### src/rtl/seven_segment_monitor.sv
// seven_segment_monitor
// Receive end of the multiplexed four-digit seven-segment display interface.
// Samples the active-low anode/segment lines, waits until a pattern has been
// stable long enough to rule out glitches and mid-transition states, then
// decodes it into a hex nibble, decimal point and validity for that digit.
// Each digit has a refresh timer that drops its valid flag when the
// controller stops refreshing it (for example, a digit it has blanked).
// Also flags sticky protocol errors and pulses once per complete frame.

module seven_segment_monitor #(
   parameter int STABLE_CYCLES = 4,
   parameter int TIMEOUT_BITS  = 19
) (
   input  logic        clk,
   input  logic        reset,
   input  logic [3:0]  anode_in,
   input  logic [7:0]  segment_in,
   input  logic        clear_errors,
   output logic [15:0] data_out,
   output logic [3:0]  digit_valid,
   output logic [3:0]  digit_point,
   output logic        frame_done,
   output logic        anode_error,
   output logic        seg_error
);

   // One extra count value lets the counter park at STABLE_CYCLES after the
   // commit, so a long stable period commits only once.
   localparam int CNT_W = $clog2(STABLE_CYCLES + 1);
   localparam logic [CNT_W-1:0] CNT_COMMIT = CNT_W'(STABLE_CYCLES - 1);
   localparam logic [CNT_W-1:0] CNT_PARK   = CNT_W'(STABLE_CYCLES);
   localparam logic [TIMEOUT_BITS-1:0] TMR_MAX = '1;
   localparam logic [11:0] BLANK = 12'hFFF;

   logic [11:0]             cur_q, last_q;
   logic [CNT_W-1:0]        cnt_q, cnt_d;
   logic [15:0]             data_q, data_d;
   logic [3:0]              valid_q, valid_d;
   logic [3:0]              point_q, point_d;
   logic [3:0]              seen_q, seen_d;
   logic                    frame_q, frame_d;
   logic                    aerr_q, aerr_d;
   logic                    serr_q, serr_d;
   logic [TIMEOUT_BITS-1:0] timer_q [4];
   logic [TIMEOUT_BITS-1:0] timer_d [4];

   logic       commit;
   logic       dig_commit;
   logic [3:0] an_low;
   logic [2:0] low_count;
   logic [3:0] seen_next;
   logic [4:0] dec;

   // Segment code to {hit, nibble}; anything not in the table is a miss.
   function automatic logic [4:0] decode_seg(input logic [6:0] seg);
      logic [4:0] r;
      r = 5'h00;
      case (seg)
         7'h40: r = {1'b1, 4'h0};
         7'h79: r = {1'b1, 4'h1};
         7'h24: r = {1'b1, 4'h2};
         7'h30: r = {1'b1, 4'h3};
         7'h19: r = {1'b1, 4'h4};
         7'h12: r = {1'b1, 4'h5};
         7'h02: r = {1'b1, 4'h6};
         7'h78: r = {1'b1, 4'h7};
         7'h00: r = {1'b1, 4'h8};
         7'h10: r = {1'b1, 4'h9};
         7'h08: r = {1'b1, 4'hA};
         7'h03: r = {1'b1, 4'hB};
         7'h46: r = {1'b1, 4'hC};
         7'h21: r = {1'b1, 4'hD};
         7'h06: r = {1'b1, 4'hE};
         7'h0E: r = {1'b1, 4'hF};
         default: r = 5'h00;
      endcase
      return r;
   endfunction

   // Next-state: stability count, commit decode, refresh timers, errors, frame.
   always_comb begin
      cnt_d     = cnt_q;
      data_d    = data_q;
      valid_d   = valid_q;
      point_d   = point_q;
      seen_d    = seen_q;
      frame_d   = 1'b0;
      aerr_d    = clear_errors ? 1'b0 : aerr_q;
      serr_d    = clear_errors ? 1'b0 : serr_q;
      an_low    = ~cur_q[11:8];
      low_count = 3'd0;
      seen_next = seen_q;
      dec       = decode_seg(cur_q[6:0]);

      if (cur_q != last_q) begin
         cnt_d = '0;
      end else if (cnt_q != CNT_PARK) begin
         cnt_d = cnt_q + 1'b1;
      end

      commit = (cur_q == last_q) && (cnt_q == CNT_COMMIT);

      for (int i = 0; i < 4; i++) begin
         if (an_low[i]) begin
            low_count = low_count + 3'd1;
         end
      end
      dig_commit = commit && (low_count == 3'd1);

      // Timeout first so a same-edge commit to the digit overrides it.
      for (int i = 0; i < 4; i++) begin
         timer_d[i] = (timer_q[i] == TMR_MAX) ? timer_q[i] : timer_q[i] + 1'b1;
         if ((timer_d[i] == TMR_MAX) && (timer_q[i] != TMR_MAX)) begin
            valid_d[i] = 1'b0;
         end
         if (dig_commit && an_low[i]) begin
            timer_d[i] = '0;
            valid_d[i] = dec[4];
            if (dec[4]) begin
               data_d[4*i +: 4] = dec[3:0];
               point_d[i]       = ~cur_q[7];
            end
         end
      end

      if (dig_commit) begin
         if (!dec[4]) begin
            serr_d = 1'b1;
         end
         seen_next = seen_q | an_low;
         if (seen_next == 4'hF) begin
            frame_d = 1'b1;
            seen_d  = 4'h0;
         end else begin
            seen_d  = seen_next;
         end
      end else if (commit && (low_count > 3'd1)) begin
         aerr_d = 1'b1;
      end
   end

   // State registers with synchronous reset; cur/last reset to the blank pattern.
   always_ff @(posedge clk) begin
      if (reset) begin
         cur_q   <= BLANK;
         last_q  <= BLANK;
         cnt_q   <= '0;
         data_q  <= '0;
         valid_q <= '0;
         point_q <= '0;
         seen_q  <= '0;
         frame_q <= 1'b0;
         aerr_q  <= 1'b0;
         serr_q  <= 1'b0;
         for (int i = 0; i < 4; i++) begin
            timer_q[i] <= '0;
         end
      end else begin
         cur_q   <= {anode_in, segment_in};
         last_q  <= cur_q;
         cnt_q   <= cnt_d;
         data_q  <= data_d;
         valid_q <= valid_d;
         point_q <= point_d;
         seen_q  <= seen_d;
         frame_q <= frame_d;
         aerr_q  <= aerr_d;
         serr_q  <= serr_d;
         for (int i = 0; i < 4; i++) begin
            timer_q[i] <= timer_d[i];
         end
      end
   end

   assign data_out    = data_q;
   assign digit_valid = valid_q;
   assign digit_point = point_q;
   assign frame_done  = frame_q;
   assign anode_error = aerr_q;
   assign seg_error   = serr_q;

endmodule

### config.mk
export PLATFORM = sky130hd
export DESIGN_NAME = seven_segment_monitor
export DESIGN_NICKNAME = d
export VERILOG_FILES = /design/src/rtl/seven_segment_monitor.sv
export SDC_FILE = /design/constraint.sdc
export NUM_CORES = 1
export LEC_CHECK = 0
export ABC_AREA = 1
export ABC_CLOCK_PERIOD_IN_PS = 2270
export BUFFER_PORTS_ARGS = -buffer_cell sky130_fd_sc_hd__buf_2
export CORE_ASPECT_RATIO = 0.9
export CORE_MARGIN = 3
export CORE_UTILIZATION = 55
export CTS_CLUSTER_SIZE = 12
export DETAILED_ROUTE_END_ITERATION = 10
export GPL_TIMING_DRIVEN = 1
export HOLD_SLACK_MARGIN = 0.02
export PLACE_DENSITY = 0.76
export REMOVE_ABC_BUFFERS = 1
export SYNTH_ARGS = -nofsm -noshare
export SYNTH_HDL_FRONTEND = slang
export SYNTH_SLANG_ARGS = --single-unit
### constraint.sdc
create_clock -name clk -period 2.27 [get_ports clk]
set_input_delay 0.454 -clock clk [delete_from_list [all_inputs] [get_ports clk]]
set_output_delay 0.454 -clock clk [all_outputs]
set_load 0.02 [all_outputs]
==> results.txt, run 1 <==
P&R area growth vs syn: 24.2%
async set-or-reset flop fraction in the synthesized netlist: 0%
Setup crit start kind: flop
largest cells by area after synthesis: dfxtp_1 38%, nand2_1 16%, nor2_1 6.5%
Worst path slowest cell: dfxtp_1
Worst path depth: 14
share of layout cells above drive strength 1: 21.0%
Root Buffer: clkbuf_16
Slew @ Worst Pin: 1170 ps
Reg2Reg Launch Point: cur_q[10]
Total Power: 5420 uW
worst path cell trace: nand2_1, o21ai_2, ha_4, nand2_4, xnor2_2, o21ai_2, nor2_4, buf_6, nand4_4, buf_4, nand2_1, inv_1, nand2_1, a21oi_2
CTS max path bufs: 2
fin. max-slew vios: 0
Achievable Freq: 0.434 GHz
YS warnings: 0
post-synth cell types: 35
failing checks: setup timing
Synth Register Bits: 134
Main synth FF type: dfxtp_1
via count: 6995
Arr. time, crit path: 2590 ps
TritonCTS Buffers: 17
initial core utilization: 57.3%
Final HPWL DP: 11.8 mm
final hold vios: 0
Critical Path Fanout Max: 5
setup violators final: 18
CP Data Required Time: 2560 ps
syn_area_per_cell: 6.83 sq um
design area: 8720 sq um
vias in the first global route: 6317
worst skew pair latency: 420 ps
gr ovfl total: 0
CP Class: flop to flop
outcome: finished with violations
sequential area share after synthesis: 38.2%
# Max-Cap Violations: 0
peak per-stage delay on the critical path: 570 ps
# port buffers: 41
post-route clock period utilization: 102%
Post-Synthesis Cells: 1028
reg2reg end: digit_valid[3]
RePlAce Congestion: 0.919
Core Area: 12300 sq um
drt via density: 5.40
Non-Filler Instances: 1296
Fin Hold WS: 214 ps
Pleak: 0.00348 uW
top-count cell post-synth: nand2_1
CTS tree: yes
clk_skew: 8.52 ps
Crit. Startpoint: cur_q[10]
Max VDD drop: 0.637 mV
CTS hold repair buffers: 0
utilization after layout: 71.1%
post-synth top area cell: dfxtp_1
Post-DRT Antenna Nets: 0
worst setup path endpoint: digit_valid[3]
Hold WC Path Type: input pin to flop
placement-stage cell area: 7730 sq um
Bufs and invs on worst path: 3
Initial DRC Count: 575
CP endpoint kind: flop
# H-tree levels: 4
synth cell count leaders: 307 x nand2_1, 134 x dfxtp_1, 121 x nor2_1, 89 x a21oi_1, 87 x inv_1
fill count: 984
Synth top area share: 38.2%
WL per Instance: 13.8 microns
Inst Count DP: 1255
num rows: 38
Clock Sinks: 134
Routed WL: 17.9 mm
FF-to-FF path depth: 14
largest net degree at the start of global routing: 40
total die area: 14200 sq um
n_diodes: 0
first-pass GRT wire length: 28.3 mm
slew margin rel.: 22.3%
fin crit period: 2300 ps
initial antenna violation count: 0
Die Width: 125 microns
CP top delay family: simple AND/OR/NAND/NOR gates
EDFF count, synth: 0
R2R Setup Slk: -30 ps
first-pass iteration count of the detailed router: 6
cell repeated most along the worst path: nand2_1
final setup margin: -34.2 ps
Clock transition at path regs: 60 ps
RSZ-0062 raised after global routing: true
Die H: 113 microns
Total GRT Usage: 24.0%
Cell Area, Synth: 7020 sq um
DRC: 0
fin nets: 1149
I/O pin count: 42
power per cell area: 621 nW/um^2
==> worst register-to-register path: stages (launching register included) <==
cell	delay, ps
dfxtp_1	570
nand2_1	170
o21ai_2	140
ha_4	170
nand2_4	50
xnor2_2	130
o21ai_2	90
nor2_4	130
buf_6	120
nand4_4	120
buf_4	220
nand2_1	80
inv_1	50
nand2_1	80
a21oi_2	50
==> registers in the layout (all words and copies together), names as in the netlist <==
register / cells
timer_q: 76
data_out: 16
cur_q: 12
last_q: 12
digit_point: 4
digit_valid: 4
seen_q: 4
cnt_q: 3
anode_error: 1
frame_done: 1
seg_error: 1
==> power breakdown <==
part | total, uW | internal (uW) | switching (uW)
registers | 2430 | 2390 | 40.9
logic | 352 | 150 | 202
clock network | 2630 | 1660 | 975
total | 5420 | 4200 | 1220
==> timing repair <==
item                       CTS  global route
hold endpoints to repair     0             0
pin swaps                    6             9
setup endpoints to repair  104           104
resized for setup           19            59
buffers inserted             2             2
cloned                       0             6
==> cell type report <==
type,count,area (sq um),share of cell area [%]
sequential,134,2690,30.8
clock inverter,9,103,1.18
clock buffer,22,464,5.32
inverter,99,382,4.37
multi-input combinational,781,4230,48.5
timing repair buffer,91,663,7.60
tap,160,200,2.29
==> through the flow <==
step,worst slack (ps),setup TNS (ps)
4_1_cts,-11.8,-51.7
6_report,-34.2,-367
5_1_grt,-183,-5590
2_1_floorplan,-96.3,-1980
3_5_place_dp,-139,-9140
3_3_place_gp,-60.1,-2550
==> metal layers <==
metal | vias up | track usage, % | wire, microns
met3 | 23 | 5.57 | 1040
li1 | 3544 | - | -
met2 | 200 | 39.2 | 8320
met4 | 0 | 7.51 | 193
met5 | - | 0 | 0
met1 | 3228 | 31.8 | 8350
==> placed cells by master, fill, tap and decap left out, types with 3 or more instances in the layout <==
master | Yosys | final
inv_2 | 12 | 12
nor2_2 | 6 | 9
buf_12 | 0 | 6
clkbuf_16 | 0 | 17
a31oi_1 | 7 | 6
clkinv_2 | 0 | 4
xor2_1 | 22 | 21
a21oi_2 | 5 | 24
ha_1 | 10 | 8
o21ai_0 | 26 | 26
xnor2_1 | 15 | 14
buf_4 | 5 | 42
nand4_1 | 32 | 32
nand2_8 | 0 | 9
nand2_1 | 307 | 288
inv_1 | 87 | 83
a21oi_1 | 89 | 70
clkinvlp_4 | 0 | 3
inv_4 | 0 | 4
nor3_1 | 7 | 7
o21ai_2 | 0 | 3
nor2_1 | 121 | 118
or2_2 | 14 | 14
nand4_4 | 4 | 4
o21bai_1 | 11 | 11
nand3b_1 | 5 | 5
nand2_4 | 4 | 3
clkbuf_1 | 9 | 3
nand3_1 | 67 | 66
dfxtp_1 | 134 | 132
nor2_4 | 7 | 7
nand2_2 | 3 | 20
buf_2 | 5 | 41
==> worst min path at each step <==
stage,startpoint,to,slack [ps],depth (start not counted)
2_1_floorplan,seen_q[1],seen_q[1],430,2
3_3_place_gp,seen_q[2],seen_q[2],440,2
3_5_place_dp,seen_q[2],seen_q[2],450,2
4_1_cts,segment_in[3],cur_q[3],200,2
5_1_grt,segment_in[1],cur_q[1],210,2
6_report,segment_in[7],cur_q[7],210,2
==> cells by family (layout without fill, tap and decap cells) <==
kind of cell,Yosys count,after routing,synth area share (%)
compound gates,144,144,11.1
simple gates,584,590,37.5
xor+xnor,37,37,4.61
fa+ha+maj,10,10,1.78
flops,134,134,38.2
buf+inv,119,221,6.82
Note: power is estimated with default switching activity, not from simulation.
==> inputs of run 2 (changes only) <==
- ABC_CLOCK_PERIOD_IN_PS: 2270 -> 3000
- CORE_UTILIZATION: 55 -> 65
- PLACE_DENSITY: 0.76 -> 0.84
- clock period: 2.27 -> 3 ns (I/O delays scaled with it)
==> run 2 against run 1 <==
Against the previous run:
- the run now ends clean
- maximum frequency is 15% lower
- cell count decreased by 6.5%
- clock power shrank 21%
- core utilization up 4.9 points
- clock skew about the same
- sequential power is 24% lower
- setup slack improved by 330 ps
- final area shrank 9.5%
- die area decreased by 15%
- global-route usage rose by 3.4 points
- critical path depth did not move
- critical endpoint is now data_out[15]
- highest routed layer unchanged
==> results.txt, run 2 (synthesis gave the netlist of run 1 again) <==
outcome: finished clean
slew margin rel.: 53.6% (+31 points)
Core Area: 10400 sq um (-15%)
Cells on Worst Hold Path: 2 (unchanged)
gr ovfl total: 0 (unchanged)
final hold vios: 0 (unchanged)
commonest non-fill, non-tap cells in the layout: 307 x nand2_1, 134 x dfxtp_1, 121 x nor2_1
largest net degree at the start of global routing: 41 (+2.5%)
CP endpoint kind: flop
setup bufs post-CTS: 0 (-2)
Arr. time, crit path: 2970 ps (+380 ps)
Fin Setup TNS: 0 ps (+367 ps)
Hold Path End: cur_q[7]
num rows: 35 (-7.9%)
Slew @ Worst Pin: 696 ps (-470 ps)
TritonCTS Buffers: 17 (unchanged)
CTS resizes: 0 (-19)
Hold WC Path Type: input pin to flop
DRC: 0 (unchanged)
post-route clock period utilization: 90.0% (-11 points)
total die area: 12100 sq um (-15%)
first-pass GRT wire length: 27.2 mm (-4.1%)
fin crit period: 2700 ps (+396 ps)
hold_sp: segment_in[7]
drt via density: 5.50 (+1.9%)
Setup crit start kind: flop
# port buffers: 41 (unchanged)
Max VDD drop: 0.413 mV (-35%)
CTS hold repair buffers: 0 (unchanged)
FF-to-FF path depth: 14 (unchanged)
Root Buffer: clkbuf_16
# H-tree levels: 4 (unchanged)
most common cell after layout, fill and taps aside: nand2_1
first-pass iteration count of the detailed router: 5 (-1)
reg2reg end: data_out[15]
Clock transition at path regs: 60 ps (about the same)
initial core utilization: 67.7% (+10 points)
fin. max-slew vios: 0 (unchanged)
vias in the first global route: 6089 (-3.6%)
Die H: 105 microns (-7.6%)
Initial DRC Count: 531 (-7.7%)
Total GRT Usage: 27.4% (+3.4 points)
Die Width: 116 microns (-7.6%)
power per cell area: 517 nW/um^2 (-17%)
RePlAce Congestion: 0.957 (+4.1%)
Achievable Freq: 0.370 GHz (-15%)
clk_skew: 8.97 ps (+0.455 ps)
fin nets: 1095 (-4.7%)
Reg2Reg Launch Point: cur_q[8]
CTS tree: yes
Biggest register: timer_q
placement-stage cell area: 7300 sq um (-5.6%)
max FFs per register: 76 (unchanged)
worst skew pair latency: 410 ps (about the same)
Post-DRT Antenna Nets: 0 (unchanged)
via count: 6666 (-4.7%)
WL per Instance: 13.0 microns (-6.1%)
CTS max path bufs: 2 (unchanged)
Routed WL: 15.7 mm (-12%)
Final HPWL DP: 11.1 mm (-6.2%)
Clock Sinks: 134 (unchanged)
R2R Setup Slk: 300 ps (+330 ps)
design area: 7890 sq um (-9.5%)
P&R area growth vs syn: 12.4%
# Max-Cap Violations: 0 (unchanged)
Critical Path Fanout Max: 6 (+1)
CP Data Required Time: 3270 ps (+710 ps)
share of layout cells above drive strength 1: 12.1% (-8.9 points)
RSZ-0062 raised after global routing: false
CP Class: flop to flop
n_diodes: 0 (unchanged)
Fin Hold WS: 365 ps (+151 ps)
I/O pin count: 42 (unchanged)
setup violators final: 0 (-18)
initial antenna violation count: 0 (unchanged)
Pleak: 0.00314 uW (-9.5%)
-- run 2: changes by cell type in the layout (fill, tap and decap cells not counted), sizes merged --
| cell | change |
|---|---|
| buf | -48 |
| clkinvlp | -1 |
| inv | +2 |
| nand2 | -6 |
-- run 2: worst max-delay path by stage --
stage	start	endpoint	slack, ps	cells after the start
floorplan	cur_q[8]	digit_point[0]	630	14
global placement	cur_q[8]	data_out[5]	480	14
detailed placement	cur_q[8]	data_out[15]	340	14
CTS	cur_q[8]	data_out[15]	310	14
global route	cur_q[8]	data_out[6]	70	14
finish	cur_q[8]	data_out[15]	300	14
-- run 2: layout make-up --
class                      instances  area [sq um]
clock buffer                      22           474
clock inverter                    10           120
fill                             812          2490
inverter                          99           372
multi-input combinational        775          3860
sequential                       134          2680
tap                              129           161
timing repair buffer              43           220
-- run 2: power breakdown --
group	internal [uW]	switching [uW]	total, uW
clock network	1290	771	2070
registers	1810	31.7	1840
logic	60.7	116	177
total	3160	919	4080
-- run 2: through the flow --
stage	utilization [%]	worst slack (ps)	instances	power, uW
after floorplan	-	634	1008	2000
after detailed placement	70.3	337	1180	2050
final	76.0	300	1212	4080
after global placement	70.3	476	1180	2050
after global routing	76.0	69.0	1212	4220
after CTS	76.0	305	1212	4100
-- run 2: worst max-delay path: stages, from the launching register on --
cell     delay (ps)
dfxtp_1         400
inv_1           120
ha_1            330
xor2_1          210
inv_1            80
ha_1            190
nand2_1          80
xnor2_1         120
o21ai_1         140
nor2_4          270
nand4_4         180
nor2_4          190
inv_2           100
nand2_1          80
a21oi_1          60
-- run 2: per-layer routing --
metal,GRT usage [%],vias up,share of wire (%)
met1,36.9,3032,46
met2,43.9,185,47
met5,0,-,0
met4,8.55,0,1.6
li1,-,3424,-
met3,5.79,25,5.4
